**src/rtl/posit_word_packer.sv**
```systemverilog
`default_nettype none
// ============================================================================
// Module   : posit_word_packer
// Purpose  : Packs LANES consecutive P-bit posits into one wide output word.
//            Frame-end flush pads unused lanes with zeros. NaR flag is sticky.
// Revision : 1.0  initial release
// ============================================================================
module posit_word_packer #(
    parameter int P     = 16,
    parameter int LANES = 4,
    parameter int OUT_W = P * LANES,
    parameter int CNT_W = 2
) (
    input  logic             clk,
    input  logic             rst_n,
    input  logic [P-1:0]     in_posit,
    input  logic             in_valid,
    input  logic             in_last,
    output logic             in_ready,
    output logic [OUT_W-1:0] out_data,
    output logic [LANES-1:0] out_keep,
    output logic             out_last,
    output logic             out_valid,
    input  logic             out_ready,
    output logic             nar_seen
);

    typedef enum logic [0:0] {
        FILL = 1'b0,
        HOLD = 1'b1
    } state_t;

    localparam logic [P-1:0]     C_NAR       = {1'b1, {(P-1){1'b0}}};
    localparam logic [CNT_W-1:0] C_LAST_LANE = CNT_W'(LANES - 1);

    state_t             state_q, state_d;
    logic [CNT_W-1:0]   lane_cnt_q, lane_cnt_d;
    logic [OUT_W-1:0]   acc_q, acc_d;
    logic [LANES-1:0]   keep_acc_q, keep_acc_d;
    logic               last_acc_q, last_acc_d;
    logic [OUT_W-1:0]   out_data_q, out_data_d;
    logic [LANES-1:0]   out_keep_q, out_keep_d;
    logic               out_last_q, out_last_d;
    logic               out_valid_q, out_valid_d;
    logic               nar_q, nar_d;

    logic               w_slot_free;
    logic               w_word_done;
    logic [OUT_W-1:0]   w_acc_merge;
    logic [LANES-1:0]   w_keep_merge;

    always_comb begin
        state_d     = state_q;
        lane_cnt_d  = lane_cnt_q;
        acc_d       = acc_q;
        keep_acc_d  = keep_acc_q;
        last_acc_d  = last_acc_q;
        out_data_d  = out_data_q;
        out_keep_d  = out_keep_q;
        out_last_d  = out_last_q;
        out_valid_d = out_valid_q;
        nar_d       = nar_q;

        w_slot_free  = !out_valid_q || out_ready;
        w_word_done  = (lane_cnt_q == C_LAST_LANE) || in_last;
        w_acc_merge  = acc_q;
        w_keep_merge = keep_acc_q;
        for (int l = 0; l < LANES; l++) begin
            if (lane_cnt_q == CNT_W'(l)) begin
                w_acc_merge[P*l +: P] = in_posit;
                w_keep_merge[l]       = 1'b1;
            end
        end

        // A drain this cycle is overridden below if a new word loads.
        if (out_valid_q && out_ready) begin
            out_valid_d = 1'b0;
        end

        case (state_q)
            FILL: begin
                if (in_valid) begin
                    if (in_posit == C_NAR) begin
                        nar_d = 1'b1;
                    end
                    if (w_word_done) begin
                        if (w_slot_free) begin
                            out_data_d  = w_acc_merge;
                            out_keep_d  = w_keep_merge;
                            out_last_d  = in_last;
                            out_valid_d = 1'b1;
                            acc_d       = '0;
                            keep_acc_d  = '0;
                            lane_cnt_d  = '0;
                        end else begin
                            acc_d      = w_acc_merge;
                            keep_acc_d = w_keep_merge;
                            last_acc_d = in_last;
                            state_d    = HOLD;
                        end
                    end else begin
                        acc_d      = w_acc_merge;
                        keep_acc_d = w_keep_merge;
                        lane_cnt_d = lane_cnt_q + 1'b1;
                    end
                end
            end
            HOLD: begin
                if (w_slot_free) begin
                    out_data_d  = acc_q;
                    out_keep_d  = keep_acc_q;
                    out_last_d  = last_acc_q;
                    out_valid_d = 1'b1;
                    acc_d       = '0;
                    keep_acc_d  = '0;
                    last_acc_d  = 1'b0;
                    lane_cnt_d  = '0;
                    state_d     = FILL;
                end
            end
            default: state_d = FILL;
        endcase
    end

    always_ff @(posedge clk or negedge rst_n) begin
        if (!rst_n) begin
            state_q     <= FILL;
            lane_cnt_q  <= '0;
            acc_q       <= '0;
            keep_acc_q  <= '0;
            last_acc_q  <= 1'b0;
            out_data_q  <= '0;
            out_keep_q  <= '0;
            out_last_q  <= 1'b0;
            out_valid_q <= 1'b0;
            nar_q       <= 1'b0;
        end else begin
            state_q     <= state_d;
            lane_cnt_q  <= lane_cnt_d;
            acc_q       <= acc_d;
            keep_acc_q  <= keep_acc_d;
            last_acc_q  <= last_acc_d;
            out_data_q  <= out_data_d;
            out_keep_q  <= out_keep_d;
            out_last_q  <= out_last_d;
            out_valid_q <= out_valid_d;
            nar_q       <= nar_d;
        end
    end

    assign in_ready  = (state_q == FILL);
    assign out_data  = out_data_q;
    assign out_keep  = out_keep_q;
    assign out_last  = out_last_q;
    assign out_valid = out_valid_q;
    assign nar_seen  = nar_q;

endmodule
`default_nettype wire

```
**config.mk**
```make
export PLATFORM = sky130hd
export DESIGN_NAME = posit_word_packer
export DESIGN_NICKNAME = d
export VERILOG_FILES = /design/src/rtl/posit_word_packer.sv
export SDC_FILE = /design/constraint.sdc
export NUM_CORES = 1
export LEC_CHECK = 0
export BUFFER_PORTS_ARGS = -buffer_cell sky130_fd_sc_hd__buf_4
export CORE_ASPECT_RATIO = 1.75
export CORE_MARGIN = 1
export CORE_UTILIZATION = 59
export DETAILED_ROUTE_END_ITERATION = 12
export GPL_TIMING_DRIVEN = 1
export PLACE_DENSITY = 0.87
export SYNTH_ARGS = -nofsm -noshare
export SYNTH_HDL_FRONTEND = slang
export SYNTH_SLANG_ARGS = --single-unit
```
**constraint.sdc**
```tcl
create_clock -name clk -period 3.9 [get_ports clk]
set_input_delay 0.78 -clock clk [delete_from_list [all_inputs] [get_ports clk]]
set_output_delay 0.78 -clock clk [all_outputs]
set_load 0.01 [all_outputs]
```
After elaboration in Yosys (flattened, before gate mapping)
Cells that the tools add are included.

word-level totals
  register bits = 143
  input port bits = 21
  word-level logic and storage cells = 81
  output and inout bits = 72

operators by class
  mux-type cells = 51
  add/sub/neg operators = 1
  eq/ne operators = 9
  reductions and logical operators = 9
  bitwise operators = 1

operators by type and width
  cell                    number
  $mux W64                8
  $pmux W64 S2            2
  $mux W16                4
  $mux W4                 8
  $mux W1                 19
  $eq A16 B16 Y1 const B  1
  $pmux W4 S2             2
  $pmux W1 S2             4
  $reduce_and A4 Y1       2
  $mux W2                 3
  $ne A2 B1 Y1 const B    3
  $eq A2 B2 Y1 const B    2
  $ne A2 B2 Y1 const B    2
  $pmux W2 S2             1
  $reduce_and A3 Y1       1
  $add A2 B1 Y2 const B   1
  $eq A2 B1 Y1 const B    1
  $logic_not A2 Y1        1
  $logic_or A1 B1 Y1      2
  $reduce_and A2 Y1       1
  $logic_and A1 B1 Y1     1
  $logic_not A1 Y1        1
  $not A1 Y1              1

Logic depth before layout (Yosys ltp)
Gate-level depths: netlist of the first run.

  depth in word-level cells = 6
  mapped depth = 9
  mapped depth without buffers = 5

Least setup slack after synthesis of the first run
No wires, ideal clock.

  path type = in2reg
  start point = input in_valid
  end point = register acc_q[10]
  library setup time = 121 ps
  path slack = 1938 ps
  cell stages on the path = 8
  required time = 3779 ps
  data arrival time = 1841 ps
  buffers on the path = 4
  cell sequence = buf_6 -> nor2b_4 -> o21a_1 -> buf_6 -> and2_4 -> buf_6 -> buf_6 -> a22o_1

on the way
  word-level cells in the longest chain between the ends = 2

ends and longest elaborated chain
  item                         line  RTL
  from (decl)                  17    input logic in_valid,
  $ne A2 B2 Y1 (no line)       --
  $reduce_and A2 Y1 (no line)  --
  to (signal assigned)         129   acc_q <= '0;
  to (signal assigned)         140   acc_q <= acc_d;
  to (decl)                    38    logic [OUT_W-1:0] acc_q, acc_d;

Every way passes these cells.
A chain may end at the register's enable or synchronous reset.

Final worst setup path of the first run
  start point = register state_q
  end point = register out_data_q[45] (netlist: out_data[45])

on the way
  word-level cells in the longest chain between the ends = 3
  elaborated cells between the ends (all ways) = 7
  those cells by class = 4 x eq/ne; 1 x mux; 1 x bitwise; 1 x reduce/logical

ends and longest elaborated chain
  item                                                           line  RTL
  from (decl)                                                    36    state_t state_q, state_d;
  from (signal assigned)                                         138   state_q <= state_d;
  $not A1 Y1 (no line)                                           --
  $ne A2 B1 Y1 (no line) / $ne A2 B2 Y1 (equally long branches)  --
  $reduce_and A4 Y1 (no line)                                    --
  to (signal assigned)                                           143   out_data_q <= out_data_d;
  to (decl)                                                      41    logic [OUT_W-1:0] out_data_q, out_data_d;

Several ways; a longest one is shown, not always the timed one.

==> results.yml, run 1 <==
run_status:
  status: "complete, no violations"
setup_path:
  crit_fanout: 17
  r2r_cells: 4
  crit_path_start_kind: "flip-flop"
  worst_setup_path_end_kind: "flip-flop"
  path_class: "reg2reg"
  reg2reg_from: "state_q"
  rrSetupSlack_ps: 1650
  r2r-end: "out_data[45]"
  cp.required_ps: 4190
  critPathArrivalTime_ps: 2540
logic_synthesis:
  yosysMostFrequentCell: "dfrtp_1"
  avgSynthCellArea_um2: 11.6
  syn-cell-area_um2: 6190
  yosysTopAreaCellShare: 0.578
  synth_edf_count: 0
  synth.distinct_cells: 35
  synth_top_family_by_area: "compound AO/OA/AOI/OAI gates"
  syn_inst: 534
  ys_seq_elements: 143
  syn-num-nets: 562
  synthXorXnorAreaFrac: 0
  yosys_warnings: 0
  ys_seq_area_frac: 0.578
  synth_common_cells: "dfrtp_1 (143), nand2_1 (78), o21ai_0 (69), mux2i_1 (66), a22o_1 (62)"
  synth_mux_area_frac: 0.107
  synth-async-reset-ratio: 1.00
  synthSimpleGateAreaFrac: 0.0733
  synth_ff_type: "dfrtp_1"
  synth_fa_ha_area_frac: 0.0141
  synth_compound_area_frac: 0.177
  yosys.area.top_type: "dfrtp_1"
  synthTopCellsByArea: "dfrtp_1 (58%), mux2i_1 (11%), a22o_1 (8.8%)"
clock_network:
  cts-root-buf: "clkbuf_16"
  clk_pin_slew_ps: 60
  ctsResizeCount: 0
  cts-buffers-inserted: 17
  worstSkewPairLatency_ps: 420
  tritoncts: "yes"
  post_cts_buffers: 0
  cts_sinks: 143
  cts_hold_buf: 0
  htree_levels: 4
  cts.path.max_buffers: 2
routing:
  num_vias: 4483
  drt_iter0_drc: 324
  drc_errors: 0
  wire_per_inst_um: 19.9
  vias_per_cell: 6.08
  antenna_left: 0
  wirelength_um: 14700
  dr.pass1.iters: 4
placed_design:
  port_buffers: 92
  place_congestion: 0.854
  dp_hpwl_um: 9450
run:
  drv_cap: 0
die:
  coreArea_um2: 10200
  die_h_um: 138
  rows: 49
  fp.dieArea_um2: 10900
  die_x_um: 79.5
  start_util: 0.605
  io_pins: 93
timing:
  period_needed_ps: 2250
  tightestPinTransition_ps: 935
  rsz0062_at_grt: "no"
  tns_ps: 0
  slew_headroom: 0.375
  report.final.hold_viol_count: 0
  max_freq_mhz: 444
  finalCritPeriodShare: 0.578
  drv_slew: 0
  clock-skew-final_ps: 7.30
  setup_violations: 0
layout:
  drive_above_1_share: 0.234
  multi_input_area_um2: 2310
  nets: 625
  fillers: 671
  area_delta_synth_final_pct: 19.7
  ff_latch_area_um2: 3580
  diodes: 0
pwr:
  ir_worst_vdd_mv: 0.426
  powerDensity_nw_per_um2: 695
  p_total_mw: 5.15
  power.leakage_nw: 3.83
global_routing:
  use_met2: 0.500
  grt_max_degree: 93
  grt_use_total: 0.288
  met3_usage: 0.0550
  grt_first_pass_wirelength_um: 23100
  busiest_layer: "met2"
  antenna_found_initial: 0
  grt_overflow: 0
  grtUsageMet1: 0.336
  first_global_vias: 4505
worst_hold_path:
  hp-class: "in2async"
## layout by cell type (no fill, tap or decap), types with 3 or more instances in the layout
master,count
a21oi_1,8
a22o_1,62
a32o_1,4
and2_4,3
buf_4,92
bufinv_16,3
clkbuf_16,17
clkinv_2,4
dfrtp_1,143
ha_1,7
mux2i_1,66
nand2_1,78
nand3_1,3
nor2_1,8
o21a_1,3
o21ai_0,69
o21ai_1,5
o21ai_2,5
## report_power, final
group | leakage, nW | internal (mW) | switching, mW
sequential | 1.92 | 1.84 | 0.235
clock | 0.300 | 1.04 | 0.634
combinational | 1.61 | 0.654 | 0.743
## state kept, by name, indices dropped and copies added, names as in the netlist
register and flops:
acc_q 64, keep_acc_q 4, lane_cnt_q 2, last_acc_q 1, nar_seen 1, out_data 64, out_keep 4, out_last 1
out_valid 1, state_q 1
## per-stage QoR
step | instances | cell area [um2] | hold WS (ps) | util | setup slack (ps)
2_1_floorplan | 534 | 6190 | 463 | - | 1940
3_3_place_gp | 705 | 6800 | 463 | 0.664 | 1700
3_5_place_dp | 705 | 6800 | 471 | 0.664 | 1610
4_1_cts | 737 | 7410 | 312 | 0.724 | 1670
5_1_grt | 737 | 7410 | 332 | 0.724 | 1510
6_report | 737 | 7410 | 296 | 0.724 | 1650
## cell type report
| cell class | instances | share of cell area |
|---|---|---|
| Clock inverter | 13 | 0.0216 |
| Tap cell | 127 | 0.0214 |
| Sequential cell | 143 | 0.483 |
| Inverter | 3 | 0.00152 |
| Multi-Input combinational cell | 337 | 0.311 |
| Clock buffer | 19 | 0.0611 |
| Timing Repair Buffer | 95 | 0.100 |
## routing by layer
layer  up-vias  wire (um)
li1       2018          -
met1      2268       5540
met2       154       7920
met3        43        677
met4         0        552
met5         -          0
## worst max-delay path: stages, from the launching register on
cell	delay, ps
dfrtp_1	520
inv_2	320
nand2_1	630
mux2i_1	530
o21ai_0	120
## cell families after synthesis
kind of cell	after synthesis
muxes	66
buffers and inverters	54
adders and majority gates	7
DFF	143
AOI/OAI and AO/OA	160
and+or+nand+nor	104
## worst max path at each step
| stage | startpoint | end | cells past startpoint |
|---|---|---|---|
| after global placement | in_last | out_data[54] | 5 |
| after detailed placement | out_ready | acc_q[36] | 5 |
| after floorplan | in_valid | acc_q[10] | 8 |
| final | state_q | out_data[45] | 4 |
| after global routing | lane_cnt_q[0] | out_data[52] | 6 |
| after CTS | lane_cnt_q[0] | out_data[52] | 6 |
Power figures use the tool's default switching activity.
==> inputs of run 2 (changes only) <==
Settings changed: CORE_UTILIZATION 59 to 57, PLACE_DENSITY 0.87 to 0.85.
Clock period 3.9 ns to 2.3 ns, I/O delays scaled along.
==> run 2 against run 1 <==
Compared with the run above: total power is 67% higher; sequential share of layout area is 0.23 points lower; first-iteration DRC count is 48% higher; maximum frequency is 14% higher; setup slack worse by 1300 ps; global-route usage is 0.55 points lower; final cell count is 1.5% higher; routed wire length is 1.8% higher; core utilization is 2.4 points lower; hold slack better by 71 ps; critical path type unchanged.
==> results.yml, run 2 (same netlist as run 1, synthesis figures left out) <==
run_status:
  status: "complete, no violations"
timing:
  drv_slew: 0
  report.final.hold_viol_count: 0
  tns_ps: 0
  tightestPinTransition_ps: 738
  setup_violations: 0
  finalCritPeriodShare: 0.861
  max_freq_mhz: 505
  period_needed_ps: 1980
  rsz0062_at_grt: "no"
  clock-skew-final_ps: 7.42
  setup_slack_ps: 319
  slew_headroom: 0.508
layout:
  drive_above_1_share: 0.239
  stdcell_area_um2: 7450
  diodes: 0
  nets: 633
  post-route-util: 0.700
  instances_no_fill: 748
  area_delta_synth_final_pct: 20.2
  layout_commonest_cell: "dfrtp_1"
  final_cell_mix: "dfrtp_1 (143), buf_4 (99), nand2_1 (78)"
routing:
  num_vias: 4524
  wire_per_inst_um: 20.0
  wirelength_um: 15000
  dr.pass1.iters: 6
  vias_per_cell: 6.05
  drc_errors: 0
  drt_iter0_drc: 480
  antenna_left: 0
clock_network:
  htree_levels: 4
  cts_sinks: 143
  ctsResizeCount: 0
  cts.path.max_buffers: 2
  clk_pin_slew_ps: 60
  cts-root-buf: "clkbuf_16"
  tritoncts: "yes"
  cts-buffers-inserted: 17
  worstSkewPairLatency_ps: 420
pwr:
  powerDensity_nw_per_um2: 1160
  ir_worst_vdd_mv: 0.758
  power.leakage_nw: 3.83
global_routing:
  grt_max_degree: 93
  antenna_found_initial: 0
  grt_use_total: 0.283
  grt_overflow: 0
  first_global_vias: 4584
  grt_first_pass_wirelength_um: 23600
placed_design:
  place_inst: 715
  place_area_um2: 6860
  place_ws_ps: 346
  place_congestion: 0.857
  dp_hpwl_um: 9950
  port_buffers: 92
setup_path:
  crit_fanout: 15
  critPathArrivalTime_ps: 2330
  rrSetupSlack_ps: 320
  path_class: "reg2reg"
  cp.required_ps: 2650
  r2r_cells: 5
  reg2reg_from: "lane_cnt_q[1]"
  worst_setup_path_end_kind: "flip-flop"
  crit_path_start_kind: "flip-flop"
  r2r-end: "acc_q[16]"
run:
  drv_cap: 0
worst_hold_path:
  hold_path_depth: 2
  hp-class: "in2reg"
  holdPathEnd: "acc_q[43]"
  hold_start: "in_posit[11]"
die:
  die_x_um: 80.8
  die_h_um: 140
  fp.dieArea_um2: 11300
  io_pins: 93
  coreArea_um2: 10600
  start_util: 0.582
  rows: 50
-- run 2: layout make-up --
| cell class | instances | area (um2) |
|---|---|---|
| flip-flops and latches | 143 | 3580 |
| fillers | 764 | 3190 |
| multi-input cells | 337 | 2310 |
| repair buffers | 103 | 805 |
| clock buffers | 20 | 447 |
| well taps | 130 | 163 |
| clock inverters | 12 | 135 |
| inverters | 3 | 11.3 |
-- run 2: layer usage --
metal,track usage,vias to the layer above,routed length [um]
li1,-,2036,-
met1,0.334,2268,5490
met2,0.489,179,8240
met3,0.0534,41,690
met4,0.123,0,530
met5,0,-,0
-- run 2: worst max path at each step --
stage | start | endpoint | slack [ps]
finish | lane_cnt_q[1] | acc_q[16] | 320
global route | lane_cnt_q[1] | acc_q[7] | 170
CTS | lane_cnt_q[1] | acc_q[16] | 320
detailed placement | lane_cnt_q[0] | acc_q[7] | 350
global placement | lane_cnt_q[0] | acc_q[6] | 490
floorplan | lane_cnt_q[0] | acc_q[10] | 560
-- run 2: worst max-delay path, stage by stage, from the launching register on --
cell and delay (ps):
dfrtp_1 440, ha_1 320, nor2_2 240, o21ai_2 140, o21ai_2 520, a22o_1 250
-- run 2: power by group --
group          internal, mW  switching (mW)
clock network          1.63            1.07
registers              3.12           0.390
logic                  1.13            1.27
-- run 2: metrics by stage --
step,hold WS [ps],total power [mW]
after detailed placement,396,5.94
final,366,8.61
after global placement,385,5.80
after global routing,372,9.00
after CTS,360,8.64
after floorplan,164,4.88
-- run 2: repair_timing --
item                                    in CTS  in global routing
hold endpoints to repair                    39                  0
hold buffers                                 1                  0
endpoints found under the setup margin       0                  0
buffers inserted                             0                  0
